`config.mk`:
```
export PLATFORM = sky130hd
export DESIGN_NAME = cla_sum_pipe_flat
export DESIGN_NICKNAME = d
export VERILOG_FILES = /design/src/rtl/cla_pkg.sv /design/src/rtl/cla_sum_pipe_if.sv /design/src/rtl/gph_cell.sv /design/src/rtl/cla_sum_pipe.sv /design/src/flat_wrapper.sv
export SDC_FILE = /design/constraint.sdc
export NUM_CORES = 1
export LEC_CHECK = 0
export CORE_ASPECT_RATIO = 1.75
export CORE_UTILIZATION = 30
export DETAILED_ROUTE_END_ITERATION = 6
export SLEW_MARGIN = 20
export SYNTH_ARGS = -nofsm -noshare
export SYNTH_HDL_FRONTEND = slang
export SYNTH_SLANG_ARGS = --single-unit
```
`constraint.sdc`:
```
create_clock -name clk -period 2.2 [get_ports clk]
set_clock_uncertainty 0.2 [all_clocks]
set_input_delay 0.44 -clock clk [delete_from_list [all_inputs] [get_ports clk]]
set_output_delay 0.44 -clock clk [all_outputs]
set_load 0.02 [all_outputs]
```
`src/rtl/cla_pkg.sv`:
```
// Shared definitions for the carry-lookahead sum pipeline and future group/block lookahead units.
package cla_pkg;

   localparam int CLA_WIDTH_DEF = 6;
   localparam int CLA_MAX_WIDTH = 16;

   typedef struct packed {
      logic g;
      logic p;
      logic h;
   } gph_bit_t;

   // Every carry is a flat sum-of-products of g/p/cin; no carry is built from a lower carry.
   function automatic logic [CLA_MAX_WIDTH:0] cla_carries(
      input logic [CLA_MAX_WIDTH-1:0] g,
      input logic [CLA_MAX_WIDTH-1:0] p,
      input logic                     cin
   );
      logic [CLA_MAX_WIDTH:0] c;
      logic                   term;
      c    = '0;
      c[0] = cin;
      for (int i = 0; i < CLA_MAX_WIDTH; i++) begin
         term = cin;
         for (int k = 0; k <= i; k++) term = term & p[k];
         c[i+1] = term;
         for (int j = 0; j <= i; j++) begin
            term = g[j];
            for (int k = j + 1; k <= i; k++) term = term & p[k];
            c[i+1] = c[i+1] | term;
         end
      end
      return c;
   endfunction

endpackage

```
`src/rtl/cla_sum_pipe_if.sv`:
```
// Operand/result handshake bundle for cla_sum_pipe; the design side uses the slave modport.
interface cla_sum_pipe_if
   import cla_pkg::*;
#(
   parameter int WIDTH = CLA_WIDTH_DEF
);
   logic             in_valid;
   logic             in_ready;
   logic [WIDTH-1:0] a;
   logic [WIDTH-1:0] b;
   logic             cin;
   logic             out_valid;
   logic             out_ready;
   logic [WIDTH-1:0] sum;
   logic             cout;
   logic             grp_g;
   logic             grp_p;
   logic             ovf;

   modport master (
      output in_valid, a, b, cin, out_ready,
      input  in_ready, out_valid, sum, cout, grp_g, grp_p, ovf
   );

   modport slave (
      input  in_valid, a, b, cin, out_ready,
      output in_ready, out_valid, sum, cout, grp_g, grp_p, ovf
   );
endinterface

```
`src/rtl/gph_cell.sv`:
```
// One-bit generate/propagate/half-sum cell for the lookahead adder.
module gph_cell
   import cla_pkg::*;
(
   input  logic x,
   input  logic y,
   output logic g,
   output logic p,
   output logic h
);
   gph_bit_t bits;

   always_comb begin
      bits.g = x & y;
      bits.p = x | y;
      bits.h = x ^ y;
   end

   assign g = bits.g;
   assign p = bits.p;
   assign h = bits.h;
endmodule

```
`src/rtl/cla_sum_pipe.sv`:
```
// Two-stage pipelined carry-lookahead sum with valid/ready handshake.
// Optional signed overflow output is built when CLA_SUM_OVF_EN is defined.
module cla_sum_pipe
   import cla_pkg::*;
#(
   parameter int WIDTH = CLA_WIDTH_DEF
)(
   input  logic           clk,
   input  logic           rst,
   cla_sum_pipe_if.slave  bus
);
   logic [WIDTH-1:0] g_cur, p_cur, h_cur;
   logic [WIDTH-1:0] g1_reg, p1_reg, h1_reg;
   logic             cin1_reg;
   logic             v1_reg, v1_next;
   logic             v2_reg, v2_next;
   logic [WIDTH-1:0] sum_reg;
   logic             cout_reg, grp_g_reg, grp_p_reg;
   logic             acc1, adv2, in_ready;
   logic [CLA_MAX_WIDTH:0] c_full, c_nocin;
   logic [WIDTH:0]   c;
   logic             unused_carry;

   generate
      for (genvar gi = 0; gi < WIDTH; gi++) begin : g_cell
         gph_cell u_cell (
            .x (bus.a[gi]),
            .y (bus.b[gi]),
            .g (g_cur[gi]),
            .p (p_cur[gi]),
            .h (h_cur[gi])
         );
      end
   endgenerate

   assign adv2     = v1_reg & (~v2_reg | bus.out_ready);
   assign in_ready = ~v1_reg | adv2;
   assign acc1     = bus.in_valid & in_ready;

   always_comb begin
      v1_next = v1_reg;
      v2_next = v2_reg;
      if (acc1)
         v1_next = 1'b1;
      else if (adv2)
         v1_next = 1'b0;
      if (adv2)
         v2_next = 1'b1;
      else if (bus.out_ready)
         v2_next = 1'b0;
   end

   always_ff @(posedge clk) begin
      if (rst) begin
         v1_reg <= 1'b0;
         v2_reg <= 1'b0;
      end else begin
         v1_reg <= v1_next;
         v2_reg <= v2_next;
      end
   end

   always_ff @(posedge clk) begin
      if (acc1) begin
         g1_reg   <= g_cur;
         p1_reg   <= p_cur;
         h1_reg   <= h_cur;
         cin1_reg <= bus.cin;
      end
   end

   assign c_full       = cla_carries(CLA_MAX_WIDTH'(g1_reg), CLA_MAX_WIDTH'(p1_reg), cin1_reg);
   assign c_nocin      = cla_carries(CLA_MAX_WIDTH'(g1_reg), CLA_MAX_WIDTH'(p1_reg), 1'b0);
   assign c            = c_full[WIDTH:0];
   assign unused_carry = ^{c_full, c_nocin};

   // Result registers are cleared so the outputs read zero straight after reset.
   always_ff @(posedge clk) begin
      if (rst) begin
         sum_reg   <= '0;
         cout_reg  <= 1'b0;
         grp_g_reg <= 1'b0;
         grp_p_reg <= 1'b0;
      end else if (adv2) begin
         sum_reg   <= h1_reg ^ c[WIDTH-1:0];
         cout_reg  <= c[WIDTH];
         grp_g_reg <= c_nocin[WIDTH];
         grp_p_reg <= &p1_reg;
      end
   end

`ifdef CLA_SUM_OVF_EN
   logic ovf_reg;

   always_ff @(posedge clk) begin
      if (rst)
         ovf_reg <= 1'b0;
      else if (adv2)
         ovf_reg <= c[WIDTH] ^ c[WIDTH-1];
   end

   assign bus.ovf = ovf_reg;
`else
   assign bus.ovf = 1'b0;
`endif

   assign bus.in_ready  = in_ready;
   assign bus.out_valid = v2_reg;
   assign bus.sum       = sum_reg;
   assign bus.cout      = cout_reg;
   assign bus.grp_g     = grp_g_reg;
   assign bus.grp_p     = grp_p_reg;
endmodule

```
`src/flat_wrapper.sv`:
```
// flat-port wrapper written by rule: the top's interface ports become plain ports
module cla_sum_pipe_flat import cla_pkg::*;
#(
   parameter int WIDTH = CLA_WIDTH_DEF
)
  (clk, rst, bus_in_valid, bus_a, bus_b, bus_cin, bus_out_ready, bus_in_ready, bus_out_valid, bus_sum, bus_cout, bus_grp_g, bus_grp_p, bus_ovf);
  cla_sum_pipe_if #(.WIDTH(WIDTH)) bus_i ();
  input  logic clk;
  input  logic rst;
  input wire logic [$bits(bus_i.in_valid)-1:0] bus_in_valid;
  input wire logic [$bits(bus_i.a)-1:0] bus_a;
  input wire logic [$bits(bus_i.b)-1:0] bus_b;
  input wire logic [$bits(bus_i.cin)-1:0] bus_cin;
  input wire logic [$bits(bus_i.out_ready)-1:0] bus_out_ready;
  output wire logic [$bits(bus_i.in_ready)-1:0] bus_in_ready;
  output wire logic [$bits(bus_i.out_valid)-1:0] bus_out_valid;
  output wire logic [$bits(bus_i.sum)-1:0] bus_sum;
  output wire logic [$bits(bus_i.cout)-1:0] bus_cout;
  output wire logic [$bits(bus_i.grp_g)-1:0] bus_grp_g;
  output wire logic [$bits(bus_i.grp_p)-1:0] bus_grp_p;
  output wire logic [$bits(bus_i.ovf)-1:0] bus_ovf;
  assign bus_i.in_valid = bus_in_valid;
  assign bus_i.a = bus_a;
  assign bus_i.b = bus_b;
  assign bus_i.cin = bus_cin;
  assign bus_i.out_ready = bus_out_ready;
  assign bus_in_ready = bus_i.in_ready;
  assign bus_out_valid = bus_i.out_valid;
  assign bus_sum = bus_i.sum;
  assign bus_cout = bus_i.cout;
  assign bus_grp_g = bus_i.grp_g;
  assign bus_grp_p = bus_i.grp_p;
  assign bus_ovf = bus_i.ovf;
  cla_sum_pipe #(.WIDTH(WIDTH)) u_core (.clk(clk), .rst(rst), .bus(bus_i));
endmodule
```
# Yosys cells after proc, flatten, opt, wreduce, memory -nomap -nowiden
# Cells that the tools add are included.
# word_totals
ff_bits	30
wordCells	89
# classes
muxes	4
bitwise_logic	72
n_reduce_logical	3
# ops
op	n
1-bit bitwise OR	34
1-bit AND	29
6-bit AND reduction	1
1-bit XOR	6
6-bit XOR	1
1-bit 2-to-1 mux	4
2-bit nonzero test	2
1-bit NOT	2

# Logic depth before layout (Yosys ltp)
# Gate-level depths: netlist (run 1).
# depth
ltp_word	12
ltp_mapped	5

# Hierarchy
# Synthesis (run 1) repeated with hierarchy kept, for this count alone.
# hier_totals
hier_cells	128
hier_area_um2	1450.1
# modules_own_cells
module	instances	cells_per_inst	area_each_um2	seq_area_each_um2
cla_sum_pipe	1	98	1232.4	790.8
gph_cell	6	5	36.3	0.0

# Worst setup path after synthesis (run 1)
# No wires, ideal clock.
# synth_path
path_kind	reg2reg
from	reg u_core.v2_reg (netlist: u_core.bus.out_valid)
to	reg u_core.cin1_reg, enable pin
arrival_ns	1.269
t_required_ns	1.623
slack_ns	0.354
path_stages_with_launch	4
path_buffers	0
synth_period_minus_slack_ns	1.846
cell_sequence	dfxtp_1 nor2b_1 nand2_1 and2_1
# synth_between
elab_chain_len	5
# synth_lines
element	line	rtl
start, declared	cla_sum_pipe.sv:16	logic v2_reg, v2_next;
start signal, assigned	cla_sum_pipe.sv:59	v2_reg <= v2_next;
1-bit NOT	cla_sum_pipe.sv:36	assign adv2 = v1_reg & (~v2_reg | bus.out_ready);
1-bit bitwise OR	cla_sum_pipe.sv:36	
1-bit AND	cla_sum_pipe.sv:36	
1-bit bitwise OR	cla_sum_pipe.sv:37	assign in_ready = ~v1_reg | adv2;
named net bus_in_ready	flat_wrapper.sv:15	output wire logic [$bits(bus_i.in_ready)-1:0] bus_in_ready;
1-bit AND	cla_sum_pipe.sv:38	assign acc1 = bus.in_valid & in_ready;
named net u_core.acc1	cla_sum_pipe.sv:19	logic acc1, adv2, in_ready;
end signal, assigned	cla_sum_pipe.sv:68	cin1_reg <= bus.cin;
end, declared	cla_sum_pipe.sv:14	logic cin1_reg;
# The timed path passes the listed nets, and every way through them passes these cells.
# A chain may end at the register's enable or synchronous reset.

# Final worst setup path (run 1)
# layout_path
from	in bus_out_ready
to	out bus_in_ready
# layout_between
elab_chain_len	3
# layout_lines
element	line	rtl
start, declared	flat_wrapper.sv:14	input wire logic [$bits(bus_i.out_ready)-1:0] bus_out_ready;
1-bit bitwise OR	cla_sum_pipe.sv:36	
1-bit AND	cla_sum_pipe.sv:36	
1-bit bitwise OR	cla_sum_pipe.sv:37	
end, declared	flat_wrapper.sv:15	
# No other way between the ends.

==> results of run 1 <==
-- cell type report --
| cell class | instances | area [um2] | area share [%] |
|---|---|---|---|
| clock buffers | 5 | 68.8 | 3.60 |
| repair buffers | 33 | 327 | 17.1 |
| multi-input cells | 75 | 571 | 29.9 |
| inverters | 19 | 71.3 | 3.74 |
| well taps | 52 | 65.1 | 3.41 |
| flip-flops and latches | 30 | 791 | 41.4 |
| clock inverters | 3 | 16.3 | 0.852 |
-- cell usage after synthesis --
master and count:
a2111oi_4 1, a211o_1 1, a211oi_1 3, a21oi_1 5, a21oi_2 1, a311oi_1 1
a311oi_2 1, and2_1 2, and4_2 1, buf_2 1, buf_4 1, clkbuf_1 2
conb_1 1, dfxtp_1 11, edfxtp_1 19, ha_1 12, inv_1 19, nand2_1 6
nand2b_1 3, nand3_1 5, nand3b_1 2, nand4_1 1, nand4b_1 1, nor2_1 9
nor2b_1 2, nor3b_1 1, nor4_1 1, nor4b_1 2, o2111ai_1 1, o211ai_1 1
o211ai_2 1, o21a_1 2, o21ai_1 1, o21bai_1 1, o311ai_0 1, or3_1 1
or4_1 2, xnor2_1 2
-- worst max-delay path by stage --
stage | end | slack [ps]
final | bus_in_ready | 140
after global routing | bus_in_ready | 40
after CTS | bus_in_ready | 130
after detailed placement | bus_in_ready | -90
after global placement | bus_in_ready | -60
after floorplan | u_core.cin1_reg | 350
-- metal layers --
| metal | share of wire, % | wire [um] | GRT usage [%] | vias to the layer above |
|---|---|---|---|---|
| met2 | 56 | 1330 | 19.6 | 26 |
| met3 | 4.0 | 95 | 2.91 | 7 |
| li1 | - | - | - | 522 |
| met1 | 36 | 859 | 8.44 | 475 |
| met4 | 4.5 | 108 | 8.33 | 0 |
| met5 | 0 | 0 | 0 | - |
-- critical path: cells and delay by family --
family	cells	cell delay, ps
buffers and inverters	2	730
and+or+nand+nor	2	240
-- where the power goes --
part	switching [mW]	internal (mW)
sequential	0.0286	0.641
combinational	0.0816	0.0939
clock	0.196	0.216
-- through the flow --
stage	util [%]	setup slack, ps	std cells	area [um2]	hold WS [ps]
after floorplan	-	354	128	1450	296
after global placement	39.1	-63.8	209	1830	243
after detailed placement	39.1	-89.9	209	1830	247
after CTS	40.9	129	217	1910	256
after global routing	40.9	40.5	217	1910	287
final	40.9	140	217	1910	253
-- kinds of logic (layout without fill, tap and decap cells) --
kind of cell             after synthesis  in the layout
AO/OA/AOI/OAI                         21             21
adder cells (fa/ha/maj)               12             12
XOR/XNOR                               2              2
flip-flops                            30             30
AND/OR/NAND/NOR                       39             39
other                                  1              1
buffers and inverters                 23             60
==> run metrics, run 1 <==
hold wc startpoint=u_core.bus.grp_p; most frequent cells in the layout=26 x clkdlybuf4s50_1, 19 x inv_1, 19 x edfxtp_1; top-area cell type share of the netlist area=between 30% and 40%; vias per inst=approximately 4.7; CTS Hold Bufs=0; mux cell area share after synthesis=0%; required time worst endpoint=1560 ps; adder-cell share of the synthesized area=10.3%; hold path depth=2; Final ANT Viol Nets=0; # resized after CTS=1; main combinational cell family by area after synthesis=simple AND/OR/NAND/NOR gates; grt ovf=0; setup_tns=0 ps; post-CTS setup buffers=0; initial core utilization=31.1%; CTS tree=built; flops & latches, synth=30; die area=0.00514 mm2; area leader, netlist=edfxtp_1; Pre-Repair DR Iteration Count=3; clock buffer depth=2; max-cap viol count=0; Tot GR Track Use=about a tenth; initial antenna violation count=0; Root Driver=clkbuf_8; Critical Path Start Type=primary input; critical path, cell by cell=clkdlybuf4s50_1 > nor2b_1 > nand2_1 > dlygate4sd2_1; Sink Count=30; sequential share of the synthesized area=54.4%; Fillers=475; CP max FO=2; XOR/XNOR Fraction of Synth Area=under 10%; Max Clock Freq=0.485 GHz; max-slew violations=0; initial detailed-routing violation count=5; VDD IR max=0.387 mV; DRC Markers=0; post-synthesis simple-gate area fraction=~15%; vias in the first global route=980; unrepaired setup endpoints after global routing=false; first-pass GRT wire length=3.82 mm; placer congestion estimate=0.818; fin crit period=2060 ps; WL/cell=about 11 um; Die Wd=around 55 um; top cells by area, synth=edfxtp_1 39%, dfxtp_1 15%, ha_1 10%, inv_1 4.9%, nor2_1 2.3%; # port buffers=27; Synth Area in Compound Gates=12.5%; antenna cells=0; Post-Syn Instances=around 130; Layout area overhead=31.4%; core area=0.00467 mm2; largest net degree at the start of global routing=20; vias=1030; Critical Path Sink Type=output port; row count=33; Num CTS Buffers=5; share of layout cells above drive strength 1=10.9%; r2r worst-path depth=4; Power Density=658 mW/mm2; Netlist cell types=38; endpoints failing setup=0; Worst path slowest cell=clkdlybuf4s50_1; Worst Hold Class=reg -> reg; RR Startpoint=u_core.p1_reg[0]; Die Y=94.1 um; clk slew on worst S/H paths=60 ps; IO Count=29; total wire length=2.40 mm; Mapped Nets=between 150 and 200; most common cell after layout, fill and taps aside=clkdlybuf4s50_1; Hold Path Sink=u_core.bus.grp_p; YS warnings=0; P_leak=0.744 nW; CP peak stage delay=410 ps; R2R Path End=u_core.bus.sum[4]; Nets=193; status=finished, final reports clean; Design Power=1.26 mW; Arr. time, crit path=1420 ps; CP startpoint=bus_out_ready; Mapped Avg Cell Area=11.3 um2; DPL Wire Length=approximately 1.9 mm; Tcrit/Tclk final=93.7%; WS Path Type=in -> out; htree depth=2; flop2flop setup slack=380 ps; clk_lat worst skew=280 ps; Synth Cell Area=0.00145 mm2; Fin. Hold Viols=0
Note: power is estimated with default switching activity, not from simulation.
==> inputs of run 2 (changes only) <==
- SLEW_MARGIN: 20 -> unset
- clock period: 2.2 -> 2.7 ns (I/O delays scaled with it)
==> run 2 against run 1 <==
Compared with the run above:
- via count fell by 2.7%
- sequential power fell by 19%
- wire length barely moved
- cell count fell by 1.4%
- critical endpoint unchanged
- largest power group unchanged
==> run metrics, run 2 (synthesis results as in run 1) <==
Num CTS Buffers=5 (unchanged); # resized after CTS=0 (was 1); initial core utilization=31.1% (unchanged); Power Density=539 mW/mm2 (was 658 mW/mm2); total net switching power=0.238 mW (was 0.306 mW); WL/cell=11.2 um (was 11.0 um); Fin. Hold Viols=0 (unchanged); largest net degree at the start of global routing=20 (unchanged); DPL Wire Length=1.88 mm (was 1.93 mm); die area=0.00514 mm2 (unchanged); vias per inst=4.68 (was 4.75); CTS Hold Bufs=0 (unchanged); Critical Path Sink Type=output port (unchanged); max-slew violations=0 (unchanged); clk_lat worst skew=280 ps (about the same); Tot GR Track Use=11.5% (was 10.7%); Max Clock Freq=0.388 GHz; clock buffer depth=2 (unchanged); Final ANT Viol Nets=0 (unchanged); Pre-Repair DR Iteration Count=4 (was 3); Worst Hold Class=reg -> reg (unchanged); # port buffers=27 (unchanged); initial antenna violation count=0 (unchanged); post-CTS setup buffers=0 (unchanged); initial detailed-routing violation count=14 (was 5); Die Y=94.1 um (unchanged); first-pass GRT wire length=4.01 mm (was 3.82 mm); antenna cells=0 (unchanged); endpoints failing setup=0 (unchanged); unrepaired setup endpoints after global routing=false (unchanged); Critical Path Start Type=primary input (unchanged); fin crit period=2580 ps; max-cap viol count=0 (unchanged); DRC Markers=0 (unchanged); share of layout cells above drive strength 1=8.64% (was 10.9%); area of the multi-input gates=571 um2 (unchanged); WS Path Type=in -> out (unchanged); IO Count=29 (unchanged); Tcrit/Tclk final=between 90 and 100%; row count=33 (unchanged); Arr. time, crit path=1840 ps (was 1420 ps); status=finished, final reports clean (unchanged); P_leak=0.728 nW (was 0.744 nW); cell-internal power=0.771 mW (was 0.951 mW); core area=0.00467 mm2 (unchanged); Seq pwr share=54.1% (was 53.3%); hold slack=257 ps (was 253 ps); switch share=23.6% (was 24.4%); vias in the first global route=986 (was 980); grt ovf=0 (unchanged); CP max FO=3 (was 2); most frequent cells in the layout=27 x clkdlybuf4s50_1, 19 x inv_1, 19 x edfxtp_1 (was 26 x clkdlybuf4s50_1, 19 x inv_1, 19 x edfxtp_1); Nets=190 (was 193); clk slew on worst S/H paths=60 ps (about the same); Fillers=462 (was 475); CTS tree=built (unchanged); setup_tns=0 ps (unchanged); combinational share of power=13.5% (was 14.0%); area occupied by registers=791 um2 (unchanged); placer congestion estimate=0.805 (was 0.818); VDD IR max=0.278 mV (was 0.387 mV); required time worst endpoint=1960 ps (was 1560 ps); Sink Count=30 (unchanged); Die Wd=54.6 um (unchanged); Root Driver=clkbuf_8 (unchanged); Layout area overhead=28.9% (was 31.4%); htree depth=2 (unchanged); total wire length=2.40 mm (about the same); vias=1002 (was 1030); power share of the clock group=32.3% (was 32.7%); most common cell after layout, fill and taps aside=clkdlybuf4s50_1 (unchanged)
-- run 2: area by class of cell --
class	instances	area share [%]
inverter	19	3.81
clock inverter	2	0.468
clock buffer	6	3.88
tap	52	3.48
multi-input combinational	75	30.5
timing repair buffer	30	15.6
sequential	30	42.2
-- run 2: worst paths after layout --
| kind | slack (ps) | endpoint | depth (start not counted) | start |
|---|---|---|---|---|
| max | 120 | bus_in_ready | 4 | bus_out_ready |
| max reg2reg | 900 | u_core.bus.sum[4] | 4 | u_core.cin1_reg |
| min reg2reg | 260 | u_core.bus.sum[1] | 2 | u_core.bus.sum[1] |
| min | 260 | u_core.bus.sum[1] | 2 | u_core.bus.sum[1] |
-- run 2: through the flow --
stage          utilization (%)  worst slack, ps  power [mW]  cells  cell area [um2]
4_1_cts                   40.1              138        1.02    214             1870
6_report                  40.1              124        1.01    214             1870
2_1_floorplan                -              804       0.628    128             1450
3_5_place_dp              38.4              146       0.694    206             1790
5_1_grt                   40.1             37.1        1.06    214             1870
3_3_place_gp              38.4              224       0.690    206             1790
-- run 2: routing by layer --
metal / share of wire [%] / GRT usage (%) / wire [um]
met2: 54 / 19.6 / 1300
met4: 4.1 / 10.7 / 98
met1: 37 / 9.58 / 888
met5: 0 / 0 / 0
met3: 4.4 / 3.40 / 106
-- run 2: power groups by stage --
stage                     Combinational, mW  Sequential [mW]  Clock [mW]
after floorplan                      0.0663            0.562           0
after global placement                0.136            0.554           0
after detailed placement              0.138            0.555           0
after CTS                             0.139            0.546       0.337
after global routing                  0.154            0.549       0.353
final                                 0.137            0.546       0.326
-- run 2: worst max-delay path: stages --
cell and delay, ps:
clkdlybuf4s50_1 420, nor2b_1 200, nand2_1 130, clkdlybuf4s50_1 550
==> inputs of run 3 (changes only) <==
- ABC_AREA: unset -> 1
==> run 3 against run 2 <==
Compared with the run above:
- final area down 3.2%
- critical path type unchanged
- highest routed layer unchanged
- combinational power barely moved
- sequential share of layout area up 1.4 points
- largest power group unchanged
- clock power rose by 33%
==> run metrics, run 3 <==
Die Wd=53.2 um (was 54.6 um); Synth Cell Area=0.00138 mm2 (was 0.00145 mm2); Post-Syn Instances=135 (was 128); share of flip-flops with an asynchronous set or reset=0% (unchanged); DPL Wire Length=1.71 mm (was 1.88 mm); placement-stage cell area=0.00170 mm2 (was 0.00179 mm2); Critical Path Sink Type=output port (unchanged); Critical Path Start Type=primary input (unchanged); # resized after CTS=0 (unchanged); WL/cell=9.82 um (was 11.2 um); Netlist cell types=23 (was 38); Mapped Avg Cell Area=10.2 um2 (was 11.3 um2); VDD IR max=0.557 mV (was 0.278 mV); max-cap viol count=0 (unchanged); area leader, netlist=edfxtp_1 (unchanged); Worst path slowest cell=clkdlybuf4s50_1 (unchanged); delay-heaviest family, CP=buffers and inverters (unchanged); initial antenna violation count=0 (unchanged); row count=32 (was 33); Layout area overhead=31.4% (was 28.9%); post-route design area=0.00181 mm2 (was 0.00187 mm2); Critical Path Most Common Cell=clkdlybuf4s50_1 (unchanged); top cells by area, synth=edfxtp_1 41%, dfxtp_1 16%, ha_1 11%, inv_1 7.4%, nand2_1 4.4% (was edfxtp_1 39%, dfxtp_1 15%, ha_1 10%, inv_1 4.9%, nor2_1 2.3%); RR Startpoint=u_core.p1_reg[1] (was u_core.cin1_reg); die area=0.00488 mm2 (was 0.00514 mm2); Tcrit/Tclk final=92.1% (was 95.4%); initial detailed-routing violation count=11 (was 14); placer congestion estimate=0.836 (was 0.805); Design Power=1.11 mW (was 1.01 mW); pre-CTS WS=202 ps (was 146 ps); hold slack=299 ps (was 257 ps); CTS Hold Bufs=0 (unchanged); DRC Markers=0 (unchanged); Post-synth EDFFs=19 (unchanged); Synth Flop Type=edfxtp_1 (unchanged); placed insts=212 (was 206); Max Clock Freq=0.402 GHz (was 0.388 GHz); most instantiated library cell after synthesis=inv_1; Pre-Repair DR Iteration Count=4 (unchanged); top-area cell type share of the netlist area=41.4% (was 39.3%); sequential share of the synthesized area=57.4% (was 54.4%); endpoints failing setup=0 (unchanged); vias=960 (was 1002); WP depth=4 (unchanged); post-CTS setup buffers=0 (unchanged); Root Driver=clkbuf_8 (unchanged); hold wc startpoint=u_core.bus.sum[4] (was u_core.bus.sum[1]); Worst Hold Class=reg -> reg (unchanged); Final ANT Viol Nets=0 (unchanged); most frequent cells in the layout=27 x inv_1, 27 x clkdlybuf4s50_1, 19 x edfxtp_1 (was 27 x clkdlybuf4s50_1, 19 x inv_1, 19 x edfxtp_1); critical path, cell by cell=clkdlybuf4s50_1 > inv_2 > nand3_1 > clkdlybuf4s50_1 (was clkdlybuf4s50_1 > nor2b_1 > nand2_1 > clkdlybuf4s50_1); r2r worst-path depth=9 (was 4); flops & latches, synth=30 (unchanged); fin cells=220 (was 214); Arr. time, crit path=1750 ps (was 1840 ps); Power Density=613 mW/mm2 (was 539 mW/mm2); largest net degree at the start of global routing=20 (unchanged); fin crit period=2490 ps (was 2580 ps); Fin. Hold Viols=0 (unchanged); P_leak=0.804 nW (was 0.728 nW); Mapped Nets=164 (was 157); Die Y=91.7 um (was 94.1 um); IO Count=29 (unchanged); vias in the first global route=903 (was 986); share of layout cells above drive strength 1=10.1% (was 8.64%); status=finished, final reports clean (unchanged); clk_lat worst skew=280 ps (about the same); max-slew violations=0 (unchanged); CP peak stage delay=610 ps (was 550 ps); Synth top cells by count=27 x inv_1, 19 x edfxtp_1, 16 x nand2_1 (was 19 x edfxtp_1, 19 x inv_1, 12 x ha_1); hold path depth=2 (unchanged); setup_tns=0 ps (unchanged); Final WS setup=212 ps (was 124 ps); vias per inst=4.36 (was 4.68); clock buffer depth=2 (unchanged); unrepaired setup endpoints after global routing=false (unchanged); # port buffers=27 (unchanged); CP Buf/Inv Count=3 (was 2); CTS tree=built (unchanged); htree depth=2 (unchanged); Tot GR Track Use=10.1% (was 11.5%); core area=0.00440 mm2 (was 0.00467 mm2); initial core utilization=31.3% (was 31.1%); antenna cells=0 (unchanged); Sink Count=30 (unchanged); Num CTS Buffers=5 (unchanged); fin util=41.1% (was 40.1%); Nets=197 (was 190); clk slew on worst S/H paths=60 ps (about the same); first-pass GRT wire length=3.46 mm (was 4.01 mm); required time worst endpoint=1960 ps (about the same); YS warnings=0 (unchanged); total wire length=2.16 mm (was 2.40 mm); CP startpoint=bus_out_ready (unchanged); WS Path Type=in -> out (unchanged); grt ovf=0 (unchanged); CP max FO=3 (unchanged)
==> run 3: power by group <==
part           internal (mW)  leakage [nW]  switching, mW
Clock                  0.275        0.0514          0.158
Combinational         0.0669         0.479         0.0717
Sequential             0.523         0.274         0.0165
==> run 3: kinds of logic (layout without fill, tap and decap cells) <==
family | Yosys count | count (layout) | share of synthesized area [%]
compound gates | 21 | 21 | 8.53
xor+xnor | 3 | 3 | 1.91
fa+ha+maj | 12 | 12 | 10.9
buf+inv | 34 | 68 | 10.1
flops | 30 | 30 | 57.4
other cells | 1 | 1 | 0.272
simple gates | 34 | 34 | 11.0
==> run 3: routing by layer <==
layer	vias to the layer above	part of all wire [%]	GRT usage [%]	wire length [um]
li1	498	-	-	-
met1	432	33	7.64	707
met2	23	58	18.5	1260
met3	7	3.8	2.99	83
met4	0	5.0	8.33	109
met5	-	0	0	0
==> run 3: cell type report <==
type                       instances  area (um2)
tap                               51        63.8
inverter                          32         120
timing repair buffer              28         278
clock buffer                       6        72.6
fill                             441        2590
multi-input combinational         71         449
sequential                        30         791
clock inverter                     2        37.5
==> run 3: worst paths after layout <==
kind              slack [ps]                end
setup / recovery         210       bus_in_ready
setup reg to reg        1290  u_core.bus.sum[5]
hold / removal           300  u_core.bus.sum[4]
hold reg to reg          300  u_core.bus.sum[4]
==> run 3: worst reg2reg max path: stages (launching register included) <==
cell	delay, ps
edfxtp_1	400
nand2_1	70
nor2_1	110
nand2_1	110
nand3_2	100
nand2_2	60
nand3_1	60
nand2_1	50
nor2_1	90
nor2_1	40
